===== src/rtl/beat_tick_gen.sv =====
// rtl/beat_tick_gen.sv - level-selected beat tick / half tick generator (optional beat counter: BEAT_TICK_BEAT_CNT_EN)
//
// Divides clk by BASE_DIV >> lvl_act and emits one-cycle tick and tick_half
// strobes. Level requests are clamped and only take effect on a period wrap
// or a phase clear, so a running period is never shortened or stretched.
// Define BEAT_TICK_BEAT_CNT_EN to add the beat output and its counter.
module beat_tick_gen #(
  parameter int CNT_W    = 19,
  parameter int BASE_DIV = 500000,
  parameter int NUM_LVL  = 3,
  parameter int LVL_W    = 2,
  parameter int BEAT_W   = 8
) (
  input  logic             clk,
  input  logic             rst_n,
  input  logic             run,
  input  logic             clr,
  input  logic [LVL_W-1:0] lvl,
  output logic             tick,
  output logic             tick_half,
  output logic [LVL_W-1:0] lvl_act
`ifdef BEAT_TICK_BEAT_CNT_EN
  ,
  output logic [BEAT_W-1:0] beat
`endif
);

  localparam logic [LVL_W-1:0] LVL_MAX   = LVL_W'(NUM_LVL - 1);
  localparam logic [31:0]      NUM_LVL_U = 32'(NUM_LVL);
  localparam logic [CNT_W-1:0] CNT_ONE   = CNT_W'(1);

  // Period length in clk cycles for a given level.
  function automatic logic [CNT_W-1:0] period_of(input logic [LVL_W-1:0] l);
    logic [31:0] base;
    base      = 32'(BASE_DIV);
    period_of = CNT_W'(base >> l);
  endfunction

  // State registers and their next-state values.
  logic [CNT_W-1:0] cnt_q, cnt_d;
  logic [LVL_W-1:0] lvl_act_q, lvl_act_d;
  logic             tick_q, tick_d;
  logic             half_q, half_d;
`ifdef BEAT_TICK_BEAT_CNT_EN
  logic [BEAT_W-1:0] beat_q, beat_d;
`else
  logic unused_cfg;
  assign unused_cfg = (BEAT_W > 0);
`endif

  // Decode signals derived from the level actually in effect.
  logic [LVL_W-1:0] lvl_sel;
  logic [CNT_W-1:0] period;
  logic [CNT_W-1:0] last_cnt;
  logic [CNT_W-1:0] half_pre;
  logic             at_wrap;
  logic             at_half;

  // Clamp the requested level into the supported range before it can be loaded.
  always_comb begin
    lvl_sel = lvl;
    if (32'(lvl) >= NUM_LVL_U) begin
      lvl_sel = LVL_MAX;
    end
  end

  // Period compares always use the registered level, never the raw request.
  always_comb begin
    period   = period_of(lvl_act_q);
    last_cnt = period - CNT_ONE;
    half_pre = (period >> 1) - CNT_ONE;
    // >= guards against a count left above the end value; the level only
    // changes with the count at zero, so in practice this is an equality.
    at_wrap  = (cnt_q >= last_cnt);
    at_half  = (cnt_q == half_pre);
  end

  // Next-state logic: clear beats run, run beats pause.
  always_comb begin
    cnt_d     = cnt_q;
    lvl_act_d = lvl_act_q;
    tick_d    = 1'b0;
    half_d    = 1'b0;
`ifdef BEAT_TICK_BEAT_CNT_EN
    beat_d    = beat_q;
`endif
    if (clr) begin
      // Phase clear: restart the period under the requested level, no strobe.
      cnt_d     = '0;
      lvl_act_d = lvl_sel;
`ifdef BEAT_TICK_BEAT_CNT_EN
      beat_d    = '0;
`endif
    end else if (run) begin
      half_d = at_half;
      if (at_wrap) begin
        // Period boundary: strobe and pick up any pending level request.
        cnt_d     = '0;
        tick_d    = 1'b1;
        lvl_act_d = lvl_sel;
`ifdef BEAT_TICK_BEAT_CNT_EN
        beat_d    = beat_q + BEAT_W'(1);
`endif
      end else begin
        cnt_d = cnt_q + CNT_ONE;
      end
    end
  end

  // State update with asynchronous reset to level 0, count 0, strobes low.
  always_ff @(posedge clk or negedge rst_n) begin
    if (!rst_n) begin
      cnt_q     <= '0;
      lvl_act_q <= '0;
      tick_q    <= 1'b0;
      half_q    <= 1'b0;
`ifdef BEAT_TICK_BEAT_CNT_EN
      beat_q    <= '0;
`endif
    end else begin
      cnt_q     <= cnt_d;
      lvl_act_q <= lvl_act_d;
      tick_q    <= tick_d;
      half_q    <= half_d;
`ifdef BEAT_TICK_BEAT_CNT_EN
      beat_q    <= beat_d;
`endif
    end
  end

  assign tick      = tick_q;
  assign tick_half = half_q;
  assign lvl_act   = lvl_act_q;
`ifdef BEAT_TICK_BEAT_CNT_EN
  assign beat      = beat_q;
`endif

endmodule


===== config.mk =====
export PLATFORM = sky130hd
export DESIGN_NAME = beat_tick_gen
export DESIGN_NICKNAME = d
export VERILOG_FILES = /design/src/rtl/beat_tick_gen.sv
export SDC_FILE = /design/constraint.sdc
export NUM_CORES = 1
export LEC_CHECK = 0
export ABC_AREA = 1
export CORE_MARGIN = 5
export CORE_UTILIZATION = 35
export CTS_CLUSTER_DIAMETER = 120
export CTS_CLUSTER_SIZE = 10
export DETAILED_ROUTE_END_ITERATION = 16
export GPL_TIMING_DRIVEN = 0
export SLEW_MARGIN = 20
export SYNTH_ARGS = -nofsm -noshare
export SYNTH_HDL_FRONTEND = slang
export SYNTH_SLANG_ARGS = --single-unit

===== constraint.sdc =====
create_clock -name clk -period 3.2 [get_ports clk]
set_clock_uncertainty 0.1 [all_clocks]
set_input_delay 0.32 -clock clk [delete_from_list [all_inputs] [get_ports clk]]
set_output_delay 0.32 -clock clk [all_outputs]
set_load 0.02 [all_outputs]

==> results of run 1 <==
[cells in the mapped netlist (all sizes together), types with 3 or more instances]
cell,count
o21ai,10
dfrtp,23
nor3,6
nand2,63
o22ai,7
xor2,11
ha,25
xnor2,3
a21oi,7
nand3,17
nand4,5
or2,3
inv,39
nor2,50
[sequential cells by signal (all words and copies together) (netlist names)]
register and flops:
lvl_act 2, cnt_q 19, tick_half 1, tick 1
[final timing paths]
path | slack, ns | depth (start not counted) | end | from
max | 0.31 | 16 | cnt_q[10]$_DFFE_PN0P_ | lvl_act[1]$_DFFE_PN0P_
min | 0.47 | 2 | cnt_q[15]$_DFFE_PN0P_ | rst_n
max reg2reg | 0.31 | 16 | cnt_q[10]$_DFFE_PN0P_ | lvl_act[1]$_DFFE_PN0P_
min reg2reg | 0.48 | 2 | cnt_q[0]$_DFFE_PN0P_ | cnt_q[0]$_DFFE_PN0P_
max in group asynchronous | 2.12 | 2 | lvl_act[1]$_DFFE_PN0P_ | rst_n
min in group clk | 0.48 | 2 | cnt_q[0]$_DFFE_PN0P_ | cnt_q[0]$_DFFE_PN0P_
[stage by stage]
step                      utilization (%)  std cells  total power, W  setup WS (ns)  hold slack [ns]
final                                40.9        360        0.000607          0.314            0.472
after global routing                 40.9        360        0.000641        0.00208            0.511
after CTS                            40.8        360        0.000614          0.186            0.483
after detailed placement             39.8        355        0.000423          0.210            0.246
after global placement               39.9        355        0.000423          0.217            0.456
after floorplan                         -        274        0.000382          0.551          -0.0756
[worst max-delay path, stage by stage (launching register included)]
cell and delay [ns]:
dfrtp_2 0.49, inv_1 0.18, ha_1 0.28, inv_1 0.16
a31oi_1 0.20, nor3_2 0.07, ha_1 0.27, nand2_1 0.05
nor2_2 0.15, nand2_2 0.11, nor2_1 0.12, nor2_1 0.06
nand3_2 0.12, nand2_4 0.07, nand2_4 0.12, buf_8 0.17
nor2_1 0.05
[per-layer routing]
metal / wire length [µm] / vias to the layer above / GRT usage, %
met4: 72 / 0 / 4.39
met5: 0 / - / 0
li1: - / 905 / -
met1: 2420 / 804 / 19.8
met3: 160 / 7 / 1.71
met2: 2290 / 24 / 24.4
[cell usage in the layout (no fill, tap or decap), drive strengths merged]
cell type      count
xor2              11
ha                25
nor2              50
nand3b             1
a21oi              7
nand2             63
xnor2              3
inv               39
nor3               6
nand3             17
o22ai              7
dlygate4sd3        1
o21bai             1
dfrtp             23
clkbuf             4
or2                3
a21o               1
o21ai             10
a31oi              1
clkdlybuf4s50      8
buf                2
nand4              5
[power by group through the flow]
| stage | Clock [W] | Sequential (W) | Combinational (W) |
|---|---|---|---|
| 2_1_floorplan | 0 | 0.000310 | 0.0000716 |
| 3_3_place_gp | 0 | 0.000311 | 0.000111 |
| 5_1_grt | 0.000204 | 0.000307 | 0.000130 |
| 3_5_place_dp | 0 | 0.000311 | 0.000111 |
| 6_report | 0.000188 | 0.000306 | 0.000113 |
| 4_1_cts | 0.000195 | 0.000306 | 0.000113 |
[final cells by class]
class | instances | area [µm²]
Inverter | 39 | 146
Multi-Input combinational cell | 211 | 1310
Timing Repair Buffer | 10 | 95.1
Clock buffer | 4 | 45.0
Fill cell | 595 | 3290
Buffer | 1 | 15.0
Tap cell | 72 | 90.1
Sequential cell | 23 | 578
[repair_timing]
| action | CTS | global route |
|---|---|---|
| setup endpoints to repair | 0 | 19 |
| resized for setup | 0 | 3 |
| hold buffers | 1 | 0 |
| hold endpoints to repair | 23 | 0 |
[logic make-up (layout without fill, tap and decap cells)]
logic type | count (synthesis) | after routing | synth area share [%]
flip-flops | 23 | 23 | 28.2
adder cells (fa/ha/maj) | 25 | 25 | 15.3
XOR/XNOR | 14 | 14 | 6.01
AND/OR/NAND/NOR | 145 | 145 | 35.0
buffers and inverters | 40 | 54 | 7.90
AO/OA/AOI/OAI | 27 | 27 | 7.54
==> metrics.txt, run 1 <==
outcome completed; Setup CP Type flip-flop to flip-flop; H-tree depth 1; Arrival @ worst endpoint 2.95 ns; vias in the first global route 1804; clk_lat worst skew 0.27 ns; die width 86.4 µm; final worst-path cycle share 90.2%; sequential fraction of the synthesis area 28.2%; setup violators final 0; Clock Path Buffers 2; CTS sink cnt 23; die area 7460 µm²; TNS Setup 0 ns; fin nets 320; synthesis-stage register bit count 23; Antenna Nets Post-Route 0; PortBufs 9; EDFF count, synth 0; clock network power share 30.9%; 1st-iter DRT viols 135; Syn Area/Cell 7.45 µm²; Setup Buffers After CTS 0; worst slew pin tran 0.565 ns; First-pass DRT Iterations 4; HPWL Detailed 3.97 mm; Tmin final 2.89 ns; initial core utilization 36.6%; row cnt 27; largest net degree at the start of global routing 24; GRT Util Overall 14.6%; n_diodes 0; maximum fanout along the worst path 10; post-synth top area share 28.2%; Die Y 86.4 µm; Worst-path clk slew 0.09 ns; synth top area cells dfrtp_1, ha_1, nand2_1; Core ar. 5570 µm²; PwrDens 266 nW/µm²; area post-placement 2220 µm²; routed vias 1740; CTS tree yes; Netlist cell types 27; Net Count, Synth 305; first-pass GRT wire length 8.63 mm; Post-Route WL 4.94 mm; dominant synthesized flop cell dfrtp_1; Synth Cell Area 2040 µm²; Fmax 347 MHz; min-delay worst type input port to async pin; global route overflow 0; fin area 2280 µm²; gpl congestion 0.894; ys async rst share 100%; DRC violations left 0; io pins 10; Yosys top cell by area dfrtp_1; relative slew slack 62.3%; final hold violations 0; Comb pwr share 18.6%; Area Growth Syn to Fin 11.6%; Max IR drop VDD 126 µV; fin. max-slew vios 0; NetSw 0.000181 W; crit end category flip-flop; static leakage 1.08 nW; root buffer cell clkbuf_8; max cap viols 0; WL per Instance 13.7 µm; unrepaired setup endpoints after global routing false; P_int 0.000426 W; Num CTS Buffers 3; Synth Instances 274; antenna violations before repair 0; Vias per Instance 4.83; startpoint types flip-flop; YS warnings 0; Sequential Power Share 50.4%; Crit path required time 3.26 ns; switching portion of total power 29.9%; fraction of layout cells with a size suffix above 1 13.5%
Note: power is estimated with default switching activity, not from simulation.
==> inputs of run 2 (changes only) <==
--- a/config.mk
+++ b/config.mk
@@ -6,6 +6,7 @@
 export NUM_CORES = 1
 export LEC_CHECK = 0
 export ABC_AREA = 1
+export CAP_MARGIN = 5
 export CORE_MARGIN = 5
 export CORE_UTILIZATION = 35
 export CTS_CLUSTER_DIAMETER = 120
==> results of run 2 <==
No change in the layout: final DEF, timing and power equal those of run 1.
==> inputs of run 3 (changes only) <==
--- a/config.mk
+++ b/config.mk
@@ -6,6 +6,7 @@
 export NUM_CORES = 1
 export LEC_CHECK = 0
 export ABC_AREA = 1
+export ABC_CLOCK_PERIOD_IN_PS = 3200
 export CAP_MARGIN = 5
 export CORE_MARGIN = 5
 export CORE_UTILIZATION = 35
@@ -13,6 +14,7 @@
 export CTS_CLUSTER_SIZE = 10
 export DETAILED_ROUTE_END_ITERATION = 16
 export GPL_TIMING_DRIVEN = 0
+export PLACE_DENSITY = 0.6
 export SLEW_MARGIN = 20
 export SYNTH_ARGS = -nofsm -noshare
 export SYNTH_HDL_FRONTEND = slang
==> results of run 3 <==
No change in the layout: final DEF, timing and power equal those of run 1.
